**src/rtl/seg7_scan_if.sv**
```systemverilog
// CPU-side handshake bundle for the 7-segment scanner: a value/dp pair offered
// with load, accepted while ready is high.
interface seg7_scan_if;
    logic [15:0] value;
    logic [3:0]  dp;
    logic        load;
    logic        ready;

    modport master (
        output value,
        output dp,
        output load,
        input  ready
    );

    modport slave (
        input  value,
        input  dp,
        input  load,
        output ready
    );
endinterface

```
**src/rtl/seg7_scan.sv**
```systemverilog
// Multiplexed 4-digit common-anode hex display driver. A new value is held as
// pending and only swapped into the displayed copy at a frame boundary.
module seg7_scan #(
    parameter int SCAN_BITS = 7,
    parameter int LZB       = 0
) (
    input  logic        clk,
    input  logic        reset,
    seg7_scan_if.slave  host,
    input  logic        blank,
    output logic [6:0]  seg_n,
    output logic        dp_n,
    output logic [3:0]  an_n
);

    typedef enum logic {
        IDLE,
        PENDING
    } hsState_t;

    hsState_t             state_q, state_d;
    logic [SCAN_BITS-1:0] count_q, count_d;
    logic [1:0]           digit_q, digit_d;
    logic [15:0]          activeValue_q, activeValue_d;
    logic [3:0]           activeDp_q, activeDp_d;
    logic [15:0]          pendingValue_q, pendingValue_d;
    logic [3:0]           pendingDp_q, pendingDp_d;
    logic [6:0]           segN_q, segN_d;
    logic                 dpN_q, dpN_d;
    logic [3:0]           anN_q, anN_d;

    logic                 tick;
    logic                 frameEnd;
    logic [3:0]           nibble;
    logic                 upperZero;

    function automatic logic [6:0] hexGlyph(input logic [3:0] nib);
        case (nib)
            4'h0: return 7'h40;
            4'h1: return 7'h79;
            4'h2: return 7'h24;
            4'h3: return 7'h30;
            4'h4: return 7'h19;
            4'h5: return 7'h12;
            4'h6: return 7'h02;
            4'h7: return 7'h78;
            4'h8: return 7'h00;
            4'h9: return 7'h10;
            4'hA: return 7'h08;
            4'hB: return 7'h03;
            4'hC: return 7'h46;
            4'hD: return 7'h21;
            4'hE: return 7'h06;
            default: return 7'h0E;
        endcase
    endfunction

    assign tick     = &count_q;
    assign frameEnd = tick && (digit_q == 2'd3);

    always_comb begin
        count_d = count_q + 1'b1;
        digit_d = tick ? digit_q + 2'd1 : digit_q;
    end

    // A load captured on the boundary cycle lands in PENDING only after that
    // edge, so the commit naturally waits a whole frame.
    always_comb begin
        state_d        = state_q;
        activeValue_d  = activeValue_q;
        activeDp_d     = activeDp_q;
        pendingValue_d = pendingValue_q;
        pendingDp_d    = pendingDp_q;
        host.ready     = (state_q == IDLE);
        case (state_q)
            IDLE: begin
                if (host.load) begin
                    pendingValue_d = host.value;
                    pendingDp_d    = host.dp;
                    state_d        = PENDING;
                end
            end
            PENDING: begin
                if (frameEnd) begin
                    activeValue_d = pendingValue_q;
                    activeDp_d    = pendingDp_q;
                    state_d       = IDLE;
                end
            end
            default: state_d = IDLE;
        endcase
    end

    always_comb begin
        nibble    = activeValue_q[{digit_q, 2'b00} +: 4];
        upperZero = 1'b0;
        case (digit_q)
            2'd1:    upperZero = (activeValue_q[15:4] == 12'h000);
            2'd2:    upperZero = (activeValue_q[15:8] == 8'h00);
            2'd3:    upperZero = (activeValue_q[15:12] == 4'h0);
            default: upperZero = 1'b0;
        endcase
    end

    // The count==0 cycle of every slot is forced dark so the previous digit's
    // segments never bleed onto the next anode.
    always_comb begin
        segN_d = hexGlyph(nibble);
        if ((LZB != 0) && upperZero) begin
            segN_d = 7'h7F;
        end
        dpN_d = ~activeDp_q[digit_q];
        anN_d = 4'hF;
        if (!blank && (count_q != '0)) begin
            anN_d = ~(4'b0001 << digit_q);
        end
    end

    always_ff @(posedge clk or posedge reset) begin
        if (reset) begin
            state_q        <= IDLE;
            count_q        <= '0;
            digit_q        <= 2'd0;
            activeValue_q  <= 16'h0000;
            activeDp_q     <= 4'h0;
            pendingValue_q <= 16'h0000;
            pendingDp_q    <= 4'h0;
            segN_q         <= 7'h7F;
            dpN_q          <= 1'b1;
            anN_q          <= 4'hF;
        end else begin
            state_q        <= state_d;
            count_q        <= count_d;
            digit_q        <= digit_d;
            activeValue_q  <= activeValue_d;
            activeDp_q     <= activeDp_d;
            pendingValue_q <= pendingValue_d;
            pendingDp_q    <= pendingDp_d;
            segN_q         <= segN_d;
            dpN_q          <= dpN_d;
            anN_q          <= anN_d;
        end
    end

    assign seg_n = segN_q;
    assign dp_n  = dpN_q;
    assign an_n  = anN_q;

endmodule

```
**src/flat_wrapper.sv**
```systemverilog
// flat-port wrapper written by rule: the top's interface ports become plain ports
module seg7_scan_flat 
#(
    parameter int SCAN_BITS = 7,
    parameter int LZB       = 0
)
  (clk, reset, blank, seg_n, dp_n, an_n, host_value, host_dp, host_load, host_ready);
  seg7_scan_if host_i ();
  input  logic clk;
  input  logic reset;
  input  logic blank;
  output logic [6:0] seg_n;
  output logic dp_n;
  output logic [3:0] an_n;
  input wire logic [$bits(host_i.value)-1:0] host_value;
  input wire logic [$bits(host_i.dp)-1:0] host_dp;
  input wire logic [$bits(host_i.load)-1:0] host_load;
  output wire logic [$bits(host_i.ready)-1:0] host_ready;
  assign host_i.value = host_value;
  assign host_i.dp = host_dp;
  assign host_i.load = host_load;
  assign host_ready = host_i.ready;
  seg7_scan #(.SCAN_BITS(SCAN_BITS), .LZB(LZB)) u_core (.clk(clk), .reset(reset), .host(host_i), .blank(blank), .seg_n(seg_n), .dp_n(dp_n), .an_n(an_n));
endmodule
```
**config.mk**
```make
export PLATFORM = sky130hd
export DESIGN_NAME = seg7_scan_flat
export DESIGN_NICKNAME = d
export VERILOG_FILES = /design/src/rtl/seg7_scan_if.sv /design/src/rtl/seg7_scan.sv /design/src/flat_wrapper.sv
export SDC_FILE = /design/constraint.sdc
export NUM_CORES = 1
export LEC_CHECK = 0
export CAP_MARGIN = 20
export CORE_MARGIN = 1.5
export CORE_UTILIZATION = 30
export CTS_BUF_LIST = sky130_fd_sc_hd__clkbuf_8
export CTS_CLUSTER_DIAMETER = 60
export DETAILED_ROUTE_END_ITERATION = 7
export PLACE_DENSITY = 0.59
export SLEW_MARGIN = 5
export SYNTH_ARGS = -nofsm -noshare
export SYNTH_HDL_FRONTEND = slang
export SYNTH_SLANG_ARGS = --single-unit
```
**constraint.sdc**
```tcl
create_clock -name clk -period 1.7 [get_ports clk]
set_input_delay 0.255 -clock clk [delete_from_list [all_inputs] [get_ports clk]]
set_output_delay 0.255 -clock clk [all_outputs]
set_load 0.05 [all_outputs]
```
* Yosys cells after proc, flatten, opt, wreduce, memory -nomap -nowiden
Memory sizes are Yosys's and may differ from the RTL's. A register that Yosys moved wholly into a read port is not among the register bits.
Cells that the tools add are included.
** Operators by class
- Add/sub/neg operators :: 2
- Order comparisons :: 1
- Equal/unequal tests :: 1
- Shift-type cells :: 2
- Multiplexer cells :: 6
- Bitwise logic cells :: 3
- Reduce and logical (&&, ||, !) cells :: 7
** Operator list (count)
- $shiftx 16x5->4 :: 1
- $add 7x1->7 const B :: 1
- $reduce_and 7->1 :: 1
- $reduce_bool 7->1 :: 1
- $mux 4 :: 1
- $not 4->4 :: 1
- $reduce_and 2->1 :: 2
- $shl 1x2->4 const A :: 1
- $lt 2x3->1 const B :: 1
- $mux 1 :: 3
- $add 2x1->2 const B :: 1
- $bmux 1 s2 :: 1
- $eq 2x2->1 const B :: 1
- $logic_and 1x1->1 :: 2
- $not 1->1 :: 2
- $pmux 1 s2 :: 1
- $logic_not 1->1 :: 1
** Storage, ports and cells
- Register bits after elaboration :: 55
- ROM bits :: 112
- Bits of input ports :: 24
- Output and inout bits :: 13
- Word-level logic and storage cells :: 32
- Memories :: 1
** Memories
- (no name shown) :: words 16, bits a word 7, read ports 1, clocked after Yosys merged registers in 1, write ports 0, line seg7_scan.sv:38 : case (nib)

* Longest topological paths before layout
Gate-level depths: netlist of the first run.
- Word-level depth :: 4
- Mapped depth :: 7

* Least setup slack after synthesis of the first run
Ideal clock, no wire load.
- Path type :: flip-flop to flip-flop
- Start point :: reg u_core.digit_q[0]
- End point :: reg u_core.segN_q[1] (netlist: u_core.seg_n[1])
- Data arrival time :: 1657 ps
- Path slack :: -34 ps
- Stages on the path, launching flop included :: 8
- Path buffers :: 1
- Clock period less this slack :: 1734 ps
- Path through :: dfrtp_1 > buf_6 > mux4_2 > inv_1 > ha_1 > inv_1 > nor3b_1 > a21o_1
** Between the ends
- Word-level cells in the longest chain between the ends :: 1
** Ends and longest elaborated chain
- start, declared :: line seg7_scan.sv:23 : logic [1:0] digit_q, digit_d;
- start signal, assigned :: line seg7_scan.sv:134 : digit_q <= digit_d;
- $shiftx 16x5->4 :: line seg7_scan.sv:95 : nibble = activeValue_q[{digit_q, 2'b00} +: 4];
- end, declared :: line seg7_scan.sv:28 : logic [6:0] segN_q, segN_d;
Every way passes these cells.
A chain may end at the register's enable or synchronous reset.

* Worst setup path after layout of the first run
- Start point :: reg u_core.digit_q[0]
- End point :: reg u_core.segN_q[3] (netlist: u_core.seg_n[3])
The elaborated chain is that of the path after synthesis.

==> results.txt, run 1 <==
Status -> complete, but fails checks
Failing checks -> negative setup slack
HP Class -> in -> async
Avg Cell Area, Syn -> 14.3 um2
Crit Path Category -> reg -> reg
Startpoint Class -> register
Clock buffer count from CTS -> 9
GPL Wtd Cong -> 0.747
Post-placement cell count -> 339
Max-cap viol count -> 0
Height of the chip -> 98.2 um
Synth top area share -> 0.460
CTS tree -> built
Actual slew at the worst max-slew pin -> 0.464 ns
Critical path data arrival time -> 2.06 ns
Design Power -> 2.98 mW
Worst-path clk slew -> 0.07 ns
Core ar. -> 8760 um2
Final period utilization -> 1.05
H-Tree Depth -> 3
Sequential area share after synthesis -> 0.576
Clock latency on the worst-skew pair -> 0.35 ns
GRT Total Usage -> 0.110
P per Cell Area -> 799 nW/um2
Area delta synth->final -> 37.2%
Finished Layout Cells -> 367
Initial antenna violation count -> 0
Initial core utilization -> 0.311
Hold slack -> 0.242 ns
DR DRC count -> 0
Syn Nets -> 226
Leakage power -> 1.67 nW
Commonest non-fill, non-tap cell in the layout -> dfrtp_1
Die Area -> 9650 um2
Global route overflow -> 0
Rows -> 34
Vias in the first global route -> 1723
Yosys warning count -> 0
Distinct cells, synth -> 32
Ant diodes -> 0
Commonest cells after routing, fill and taps aside -> dfrtp_1 (49), mux2_2 (41), buf_4 (27)
CP Max Fanout -> 8
Setup-failing EPs final -> 8
Synth area leaders -> dfrtp_1 (46%), mux2_2 (17%), dfstp_2 (12%)
Skew final -> 0.00954 ns
Pre-antenna DRT Iters -> 4
Yosys top cell by area -> dfrtp_1
Clock Path Buffers -> 2
# fillers -> 807
Min cycle time layout -> 1.79 ns
DRT antenna net count -> 0
1st-iter DRT viols -> 51
Die W -> 98.2 um
Post-Route WL -> 5110 um
WP data required -> 1.97 ns
Port buffer count -> 36
Multi-input logic area -> 1170 um2
Fmax -> 559 MHz
Post-DP Area -> 3310 um2
IO Count -> 37
DP Wirelength -> 3290 um
Post-route cell area -> 3730 um2
Final #Nets -> 290
Kind of end point of the critical path -> register
Mapped Area -> 2720 um2
Via Count -> 1667
Slew HR -> 0.688
Clock Root Buffer -> clkbuf_8
RSZ-0062 raised after global routing -> true
Worst VDD drop -> 354 uV
Post-placement setup slack -> -0.162 ns
CTS Hold Bufs -> 0
First-pass GRT wire length -> 8140 um
Largest net degree at the start of global routing -> 35
Via-to-Cell Ratio -> 4.54
Cell count after synthesis -> 190
Setup ws final -> -0.0878 ns
Setup TNS -> -0.371 ns
Seq. cell area -> 1570 um2
Layout cells sized above 1 -> 0.506
DR WL/cell -> 13.9 um
Fin. max-slew vios -> 0
Fin. Hold Viols -> 0
CTS sink cnt -> 62
Final core occ -> 0.426
Post-synthesis sequential element count -> 62
[final timing paths]
kind	startpoint	to	slack, ns	cells after the start
max in group asynchronous	reset	u_core.digit_q[0]$_DFFE_PP0P_	0.98	3
setup reg to reg	u_core.digit_q[0]$_DFFE_PP0P_	u_core.seg_n[3]$_DFF_PP1_	-0.09	6
min in group clk	u_core.count_q[0]$_DFF_PP0_	u_core.count_q[0]$_DFF_PP0_	0.47	1
setup / recovery	u_core.digit_q[0]$_DFFE_PP0P_	u_core.seg_n[3]$_DFF_PP1_	-0.09	6
hold / removal	reset	u_core.pendingValue_q[7]$_DFFE_PP0P_	0.24	2
hold reg to reg	u_core.count_q[0]$_DFF_PP0_	u_core.count_q[0]$_DFF_PP0_	0.47	1
[critical path: stages, from the launching register on]
cell,delay [ns]
dfrtp_2,0.46
mux4_2,0.65
inv_4,0.14
ha_4,0.21
inv_4,0.05
mux2i_1,0.06
mux2i_1,0.13
[cell families after synthesis]
kind of cell / Yosys count / synth area share
and+or+nand+nor: 27 / 0.0515
muxes: 53 / 0.241
xor gates and xnor gates: 7 / 0.0225
AOI/OAI and AO/OA: 7 / 0.0170
adders and majority gates: 12 / 0.0552
DFF: 62 / 0.576
buffers and inverters: 22 / 0.0372
[what timing repair did]
action / 4_1_cts / 5_1_grt
buffers inserted: 2 / 8
gates cloned: 0 / 2
pin swaps: 1 / 4
endpoints found under the setup margin: 27 / 27
gates resized for setup: 8 / 18
[layout make-up]
cell class,instances,area share
timing repair buffer,60,0.159
sequential,62,0.420
clock inverter,7,0.0198
inverter,14,0.0171
multi-input combinational,107,0.315
tap,108,0.0362
clock buffer,9,0.0332
[flip-flops by register name, summed over array words and instances (netlist names)]
name / count
u_core.dp_n: 1
u_core.count_q: 7
u_core.seg_n: 7
u_core.pendingValue_q: 16
u_core.state_q: 1
u_core.pendingDp_q: 4
u_core.activeValue_q: 16
u_core.activeDp_q: 4
u_core.digit_q: 2
u_core.an_n: 4
[cells in the mapped netlist]
cell type  count
a211oi_2       1
a21o_1         1
a31oi_1        1
buf_1          1
buf_2          2
buf_6          2
clkbuf_1       2
clkbuf_2       1
dfrtp_1       50
dfstp_2       12
ha_1          12
inv_1         14
mux2_1         2
mux2_2        41
mux2_4         1
mux2i_1        4
mux4_1         1
mux4_2         4
nand2_1        9
nand2b_1       1
nand3_1        5
nand3b_1       1
nor2_1         4
nor2b_1        1
nor3_1         1
nor3b_1        3
nor4_1         1
nor4_2         1
o21ai_0        1
o21ai_1        3
xnor2_1        5
xor2_1         2
[metal layers]
metal  part of all wire  vias to the layer above  global-route usage
li1                   -                      788                   -
met1               0.46                      828               0.132
met2               0.46                       38               0.170
met3              0.054                       13              0.0422
met4              0.028                        0              0.0585
met5                  0                        -                   0
[report_power, final]
group	total, mW	switching (mW)	internal, mW
registers	1.56	0.0287	1.53
clock network	1.27	0.590	0.680
logic	0.153	0.0554	0.0975
total	2.98	0.674	2.31
Power figures use the tool's default switching activity.
==> inputs of run 2 (changes only) <==
--- a/config.mk
+++ b/config.mk
@@ -5,7 +5,6 @@
 export SDC_FILE = /design/constraint.sdc
 export NUM_CORES = 1
 export LEC_CHECK = 0
-export CAP_MARGIN = 20
 export CORE_MARGIN = 1.5
 export CORE_UTILIZATION = 30
 export CTS_BUF_LIST = sky130_fd_sc_hd__clkbuf_8
==> results of run 2 <==
Same layout as run 1: the final DEF is identical, and so are final timing and power.
==> inputs of run 3 (changes only) <==
--- a/config.mk
+++ b/config.mk
@@ -9,6 +9,7 @@
 export CORE_UTILIZATION = 30
 export CTS_BUF_LIST = sky130_fd_sc_hd__clkbuf_8
 export CTS_CLUSTER_DIAMETER = 60
+export CTS_CLUSTER_SIZE = 24
 export DETAILED_ROUTE_END_ITERATION = 7
 export PLACE_DENSITY = 0.59
 export SLEW_MARGIN = 5
==> results of run 3 <==
Same layout as run 1: the final DEF is identical, and so are final timing and power.
